## config.mk

```make
export PLATFORM = sky130hd
export DESIGN_NAME = tone_generator
export DESIGN_NICKNAME = d
export VERILOG_FILES = /design/src/rtl/tone_pkg.sv /design/src/rtl/prio_enc.sv /design/src/rtl/tone_generator.sv
export SDC_FILE = /design/constraint.sdc
export NUM_CORES = 1
export LEC_CHECK = 0
export CORE_MARGIN = 2
export CORE_UTILIZATION = 57
export DETAILED_ROUTE_END_ITERATION = 8
export PLACE_DENSITY_LB_ADDON = 0.05
export SYNTH_ARGS = -nofsm -noshare
export SYNTH_HDL_FRONTEND = slang
export SYNTH_SLANG_ARGS = --single-unit
```

## constraint.sdc

```tcl
create_clock -name clk -period 11.6 [get_ports clk]
set_input_delay 2.32 -clock clk [delete_from_list [all_inputs] [get_ports clk]]
set_output_delay 2.32 -clock clk [all_outputs]
set_load 0.05 [all_outputs]
```

## src/rtl/tone_pkg.sv

```systemverilog
// Shared constants for the keypad tone generator: note table, FSM states, system clock rate.
package tone_pkg;

  localparam int CLK_HZ = 50_000_000;

  typedef enum logic [1:0] {
    S_IDLE  = 2'd0,
    S_TONE  = 2'd1,
    S_HOLD  = 2'd2,
    S_CLICK = 2'd3
  } state_t;

  // Half-period in clk cycles at 50 MHz, indexed by key number.
  localparam logic [16:0] NOTE_HALF [16] = '{
    17'd21294, 17'd23900, 17'd25303, 17'd28409,
    17'd31887, 17'd35816, 17'd37937, 17'd42589,
    17'd47801, 17'd50607, 17'd56818, 17'd63775,
    17'd71633, 17'd75872, 17'd85178, 17'd95602
  };

endpackage

```

## src/rtl/prio_enc.sv

```systemverilog
// Highest-set-bit encoder; valid is low and idx is 0 when no request bit is set.
module prio_enc #(
  parameter int W     = 16,
  parameter int IDX_W = 4
) (
  input  logic [W-1:0]     req,
  output logic [IDX_W-1:0] idx,
  output logic             valid
);

  always_comb begin
    idx   = '0;
    valid = 1'b0;
    for (int i = 0; i < W; i++) begin
      if (req[i]) begin
        idx   = IDX_W'(i);
        valid = 1'b1;
      end
    end
  end

endmodule

```

## src/rtl/tone_generator.sv

```systemverilog
// Keypad buzzer driver: highest held key selects the note, with release tail, click mode and mute.
//
// state   | meaning
// S_IDLE  | silent, cnt/beep held at 0, mode_click sampled here
// S_TONE  | sounding the winning held key, pitch changes adopted at wrap
// S_HOLD  | all keys released, last note continues for HOLD_CYCLES
// S_CLICK | one-shot note for CLICK_CYCLES, key activity ignored
module tone_generator
  import tone_pkg::*;
#(
  parameter int NUM_KEYS     = 16,
  parameter int CNT_W        = 17,
  parameter int HOLD_CYCLES  = CLK_HZ / 10,
  parameter int CLICK_CYCLES = CLK_HZ / 20,
  parameter int PERIOD_SHIFT = 0
) (
  input  logic                clk,
  input  logic                rst_n,
  input  logic [NUM_KEYS-1:0] key_status,
  input  logic                mode_click,
  input  logic                mute,
  output logic                beep,
  output logic                active,
  output logic [3:0]          cur_key
);

  localparam logic [31:0] HOLD_LOAD  = 32'(HOLD_CYCLES - 1);
  localparam logic [31:0] CLICK_LOAD = 32'(CLICK_CYCLES - 1);

  state_t              state, state_nx;
  logic [NUM_KEYS-1:0] key_q, key_prev;
  logic [CNT_W-1:0]    cnt, cnt_nx, half;
  logic [31:0]         dur, dur_nx;
  logic [3:0]          cur_key_nx;
  logic                beep_raw, beep_nx, wrap;
  logic [3:0]          held_idx, press_idx;
  logic                held_valid, press_valid;

  prio_enc #(.W(NUM_KEYS), .IDX_W(4)) u_held (
    .req   (key_q),
    .idx   (held_idx),
    .valid (held_valid)
  );

  prio_enc #(.W(NUM_KEYS), .IDX_W(4)) u_press (
    .req   (key_q & ~key_prev),
    .idx   (press_idx),
    .valid (press_valid)
  );

  assign half = CNT_W'(NOTE_HALF[cur_key] >> PERIOD_SHIFT);
  assign wrap = (cnt == half - 1'b1);
  assign beep = beep_raw & ~mute;

  always_comb begin
    state_nx   = state;
    cur_key_nx = cur_key;
    dur_nx     = dur;
    case (state)
      S_IDLE: begin
        if (!mode_click && held_valid) begin
          state_nx   = S_TONE;
          cur_key_nx = held_idx;
        end else if (mode_click && press_valid) begin
          state_nx   = S_CLICK;
          cur_key_nx = press_idx;
          dur_nx     = CLICK_LOAD;
        end
      end
      S_TONE: begin
        if (!held_valid) begin
          if (HOLD_CYCLES == 0) begin
            state_nx = S_IDLE;
          end else begin
            state_nx = S_HOLD;
            dur_nx   = HOLD_LOAD;
          end
        end else if (wrap) begin
          cur_key_nx = held_idx;
        end
      end
      S_HOLD: begin
        if (held_valid) state_nx = S_TONE;
        else if (dur == '0) state_nx = S_IDLE;
        else dur_nx = dur - 1'b1;
      end
      S_CLICK: begin
        if (dur == '0) state_nx = S_IDLE;
        else dur_nx = dur - 1'b1;
      end
      default: state_nx = S_IDLE;
    endcase

    if (state_nx == S_IDLE) cur_key_nx = '0;

    // Leaving IDLE starts from cnt = 0; entering IDLE silences immediately.
    if (state == S_IDLE || state_nx == S_IDLE) begin
      cnt_nx  = '0;
      beep_nx = 1'b0;
    end else if (wrap) begin
      cnt_nx  = '0;
      beep_nx = ~beep_raw;
    end else begin
      cnt_nx  = cnt + 1'b1;
      beep_nx = beep_raw;
    end
  end

  always_ff @(posedge clk or negedge rst_n) begin
    if (!rst_n) state <= S_IDLE;
    else        state <= state_nx;
  end

  always_ff @(posedge clk or negedge rst_n) begin
    if (!rst_n) begin
      key_q    <= '0;
      key_prev <= '0;
      cnt      <= '0;
      beep_raw <= 1'b0;
      dur      <= '0;
      cur_key  <= '0;
      active   <= 1'b0;
    end else begin
      key_q    <= key_status;
      key_prev <= key_q;
      cnt      <= cnt_nx;
      beep_raw <= beep_nx;
      dur      <= dur_nx;
      cur_key  <= cur_key_nx;
      active   <= (state_nx != S_IDLE);
    end
  end

endmodule

```

==> out/metrics.cfg <==
[outcome]
outcome=finished clean

[cts]
cts_tree=done
ctsResizeCount=0
clkLatencyLatePin_ns=0.36
cts-root-buf=clkbuf_8
cts_max_level=3
path_clk_slew_ns=0.08
cts_sinks=89
cts_hold_buffers=0
post_cts_buffers=0
cts-buffers-inserted=9
clock_path_buffers=2

[finish]
synthToLayoutAreaGrowth_pct=9.33
nFillCells=704
drive_above_1_share_pct=7.91
antenna_cells=0
nets=592
layout_common_cells=dfrtp_1 (89), nor2_1 (52), nand2_1 (35)
final_cells=677
layout_commonest_cell=dfrtp_1

[die]
dieArea_sq_um=9890
die_x_microns=99.4
core-area_sq_um=8760
ios=26
start_util_pct=59.2
row_count=34
die_h_microns=99.4

[sta]
setup_tns_ns=0
fmax_mhz=168
holdWs_ns=0.422
slew_viol_final=0
hold_viol=0
rsz0062_at_grt=no
setup_violations=0
fin_crit_sh_pct=51.3
slew_headroom_pct=36.4
worst-slew-pin-transition_ns=0.953
period_needed_ns=5.95
fin_skew_ns=0.0144

[global_route]
grt_overflow=0
antenna_found_initial=0
grt_max_degree=52
grt_pass1_vias=3896
grtUsageTotal_pct=22.6
grt_pass1_wl_microns=18000

[critical_path]
cp_max_fo=1
setup.worst_path.end_class=output port
critical_path_buf_inv_count=2
cp-start-kind=input port
critical_path_class=in -> out
cpLargestDelayFamily=buffers and inverters
worst-endpoint-required_ns=9.28
cp_cell_sequence=clkdlybuf4s50_1, nor2b_1, clkdlybuf4s50_1
cp.arrival_ns=3.63
cp_slowest_cell=clkdlybuf4s50_1
cpMostUsedCell=clkdlybuf4s50_1
slowest_delay_ns=0.81

[drt]
viasPerCell=5.84
wl_per_cell_microns=15.2
ant_nets=0
drt_wl_total_microns=10300
drc=0
first_pass_iters=4
drtIter0Drc=140
vias=3953

[pwr]
p_leak_nw=2.33
ir_drop_v=0.0000951
p_per_area_nw_per_um2=118

[placed_design]
place_inst=661
gp_congestion=0.834
dp_hpwl_microns=7270
port_buffers=25

[logic_synthesis]
yosys_most_used_dff=dfrtp_1
ys_ff_latch=89
syn_inst=546
yosysSeqAreaShare_pct=42.9
synth_nets=574
synthDistinctLibCells=76
synth_warnings=0
synth_edf_count=0
async_reset_ff_share_pct=100
syn_area_sq_um=5190
synth_area_per_cell_sq_um=9.51

[job]
cap_violations=0

[min_path]
min_path_type=reg -> reg

through the flow:
stage / area (sq um) / total power (W) / util (%) / setup WS [ns]
after global placement: 5490 / 0.000471 / 62.6 / 5.65
after detailed placement: 5490 / 0.000476 / 62.6 / 5.64
final: 5680 / 0.000672 / 64.8 / 5.65
after floorplan: 5190 / 0.000442 / - / 6.27
after CTS: 5680 / 0.000679 / 64.8 / 5.64
after global routing: 5680 / 0.000706 / 64.8 / 5.56
logic make-up (layout without fill, tap and decap cells):
kind of cell,count (synthesis),after routing,share of synthesized area (%)
compound gates,110,110,15.1
xor+xnor,49,49,8.27
fa+ha+maj,8,8,1.93
buf+inv,45,68,3.83
flops,89,89,42.9
mux,15,15,3.59
simple gates,230,230,24.4
metal layers:
metal / vias to the layer above / global-route usage [%] / part of all wire, %
met5: - / 0 / 0
met4: 0 / 5.80 / 1.1
met3: 11 / 3.37 / 2.1
met2: 46 / 37.6 / 49
met1: 1904 / 31.3 / 48
li1: 1992 / - / -
flip-flops by register name (all words and copies together), names as in the netlist:
signal and count:
key_prev 16, cur_key 4, key_q 16, dur 32, cnt 17, beep_raw 1, active 1, state 2
report_power, final:
part           total, W  switching [W]  internal (W)
logic          0.000112      0.0000585     0.0000536
clock network  0.000203       0.000116     0.0000864
registers      0.000358      0.0000292      0.000328
synthesized netlist by cell type, types with 5 or more instances:
master | number | area share (%)
dfrtp_1 | 89 | 43
nor2_1 | 52 | 3.8
nand2_1 | 35 | 2.5
xnor2_1 | 29 | 4.9
nand2b_1 | 28 | 3.4
o21ai_0 | 27 | 2.6
a21oi_1 | 25 | 2.4
inv_1 | 23 | 1.7
xor2_1 | 20 | 3.4
nand3_1 | 18 | 1.7
nor3_1 | 16 | 1.5
nor2b_1 | 13 | 1.6
or3_1 | 11 | 1.3
clkbuf_1 | 10 | 0.72
buf_2 | 9 | 0.87
nand4_1 | 9 | 1.1
nor4_1 | 9 | 1.1
and3_1 | 8 | 0.96
ha_1 | 8 | 1.9
mux2i_1 | 7 | 1.3
mux2_2 | 6 | 1.3
o31ai_1 | 6 | 0.87
a211oi_1 | 5 | 0.72
nor4b_1 | 5 | 0.84
o211ai_1 | 5 | 0.72
or4_1 | 5 | 0.72
path summary, 6_finish.rpt:
| check | endpoint | slack [ns] | cells past startpoint | from |
|---|---|---|---|---|
| setup / recovery | beep | 5.65 | 3 | mute |
| hold / removal | key_prev[0] | 0.42 | 0 | key_q[0] |
| setup reg to reg | cur_key[2] | 7.34 | 13 | cur_key[0] |
| hold reg to reg | key_prev[0] | 0.42 | 0 | key_q[0] |
| max in group asynchronous | dur[10] | 8.68 | 2 | rst_n |
| min in group asynchronous | key_prev[12] | 1.92 | 1 | rst_n |
area by class of cell:
type	count	area, sq um	share of cell area (%)
Multi-Input combinational cell	412	2770	48.7
Sequential cell	89	2230	39.2
Timing Repair Buffer	28	270	4.76
Clock buffer	10	138	2.43
Tap cell	108	135	2.38
Inverter	24	90.1	1.59
Clock inverter	6	50.0	0.882
Note: power is estimated with default switching activity, not from simulation.
==> patch, RTL diff (same flow settings) <==
Take the reset off `cur_key` and load it in a clocked block of its own.
--- a/src/rtl/tone_generator.sv
+++ b/src/rtl/tone_generator.sv
@@ -118,7 +118,6 @@
       cnt      <= '0;
       beep_raw <= 1'b0;
       dur      <= '0;
-      cur_key  <= '0;
       active   <= 1'b0;
     end else begin
       key_q    <= key_status;
@@ -126,10 +125,13 @@
       cnt      <= cnt_nx;
       beep_raw <= beep_nx;
       dur      <= dur_nx;
-      cur_key  <= cur_key_nx;
       active   <= (state_nx != S_IDLE);
     end
   end
 
+  always_ff @(posedge clk) begin
+    cur_key <= cur_key_nx;
+  end
+
 endmodule
 
Behaviour: differs if rst_n is asserted again (counterexample within 4 cycles, from zero or initial values and one cycle with rst_n low); with rst_n held inactive, the same outputs for 10 cycles.
==> patch against the unedited design <==
  * Register-to-register slack gained 0.04 ns
  * Cell area grew 1.3%
  * Sequential cell count is the same
  * Worst setup slack gained 0.014 ns
  * Via count grew 8.1%
  * Routed wire length grew 7.2%
  * Non-clock buffer count grew 1
  * Cell count grew 6.1%
  * Synthesized area grew 0.84%
Power is not compared: it rests on default switching activity, and its combinational part moved more than twofold at a synthesized area within 25%.
==> patch: results (changes against the unedited design) <==
Synth
The sequential fraction of the synthesis area came to 42.16% (-0.74 points). The fraction of synthesis flops using an asynchronous set or reset pin is 95.51% (-4.5 points). The distinct cell type count of the synthesized netlist came to 65 (-14%).

By count the netlist is led by 85 x dfrtp_1, 56 x nor2_1, 51 x nand2_1, 43 x a21oi_1, 38 x o21ai_0. The post-synthesis average cell area is 8.858 sq um (-6.8%). By area the synthesized netlist is led by dfrtp_1 41%, a21oi_1 4.1%, nor2_1 4.0%, nand2_1 3.7%, o21ai_0 3.6%. The total nets after synthesis is 619 (+7.8%).

Drt
The number of optimization iterations in the first detailed-route pass is 5 (+1). The sum of met2 wire segment lengths after detailed routing is 5219 um (+4.5%). The post-route met1 wirelength is 5242 um (+5.9%). The routed via count divided by cell count is 5.954 (+2.0%). The met3 wirelength from detailed routing is 414 um (+93%). The first-iteration detailed-routing DRC count is 241 (+72%). The wire length after detailed routing is 11010 um (+7.2%).

STA
The clock skew after layout is 0.01581 ns (+0.001413 ns). The worst slew margin relative to its limit is 40.35% (+3.9 points). The worst setup slack after layout came to 5.661 ns (+0.01359 ns). The worst slack on hold paths was 0.4050 ns (-0.01736 ns).

Pwr
The analysis attributes to cell leakage a power of 2.494 nW.

Global routing
The pin count of the biggest net entering global routing was 45 (-13%). The global-route track usage on met1 is 34.26% (+2.9 points). The global-route usage over all layers is 23.66% (+1.1 points). The number of global-route vias before repair is 4042 (+3.7%). The global routing usage on met2 was 37.53% (-0.052 points). The fraction of met3 tracks used by global routing is 3.552% (+0.18 points).

Place
The number of placed cells counting well taps is 702 (+6.2%). The detailed-placement wirelength estimate is 7770 um (+6.9%). The instance area after placement is 0.005520 sq mm (+0.59%).

Status
The flow ran to the end, and the final reports show no timing, DRC or antenna violations.

Finish
The storage element area is 0.002207 sq mm (-0.90%). The number of nets in the layout is 633 (+6.9%). The share of layout cells above drive strength 1 is 6.721% (-1.2 points).

Critical path
The setup slack of the most critical reg-to-reg path is 7.38 ns (+0.04 ns). The arrival time of the worst setup path is 3.62 ns (about the same). The source of the critical timing path is mute.

CTS
The number of buffers added by the clock tree synthesis step is 9 (unchanged).
==> patch: cell count changes after synthesis, sizes merged, moves of 6 or more <==
cell | unedited run | this run
a21oi | 26 | 43
nand2 | 35 | 51
nor3 | 16 | 28
o21ai | 30 | 40
xnor2 | 29 | 19
mux2i | 7 | 16
xor2 | 20 | 13
inv | 24 | 30
==> patch: power breakdown <==
group,total [mW],switching (mW),internal (mW)
combinational,0.227,0.127,0.100
clock,0.241,0.113,0.128
sequential,0.392,0.0471,0.345
==> patch: cells by family after synthesis <==
group | after synthesis | synth area share, %
AO/OA/AOI/OAI | 130 | 15.32
XOR/XNOR | 32 | 5.354
adder cells (fa/ha/maj) | 8 | 1.912
buffers and inverters | 56 | 4.589
flip-flops | 89 | 42.16
multiplexers | 24 | 5.425
AND/OR/NAND/NOR | 252 | 25.24
==> patch: area by class of cell <==
type                       instances  area share, %
multi-input combinational        446          48.49
sequential                        89          38.39
timing repair buffer              29          4.831
clock buffer                      10          2.394
tap                              108          2.350
inverter                          30          1.959
clock inverter                     6          1.589
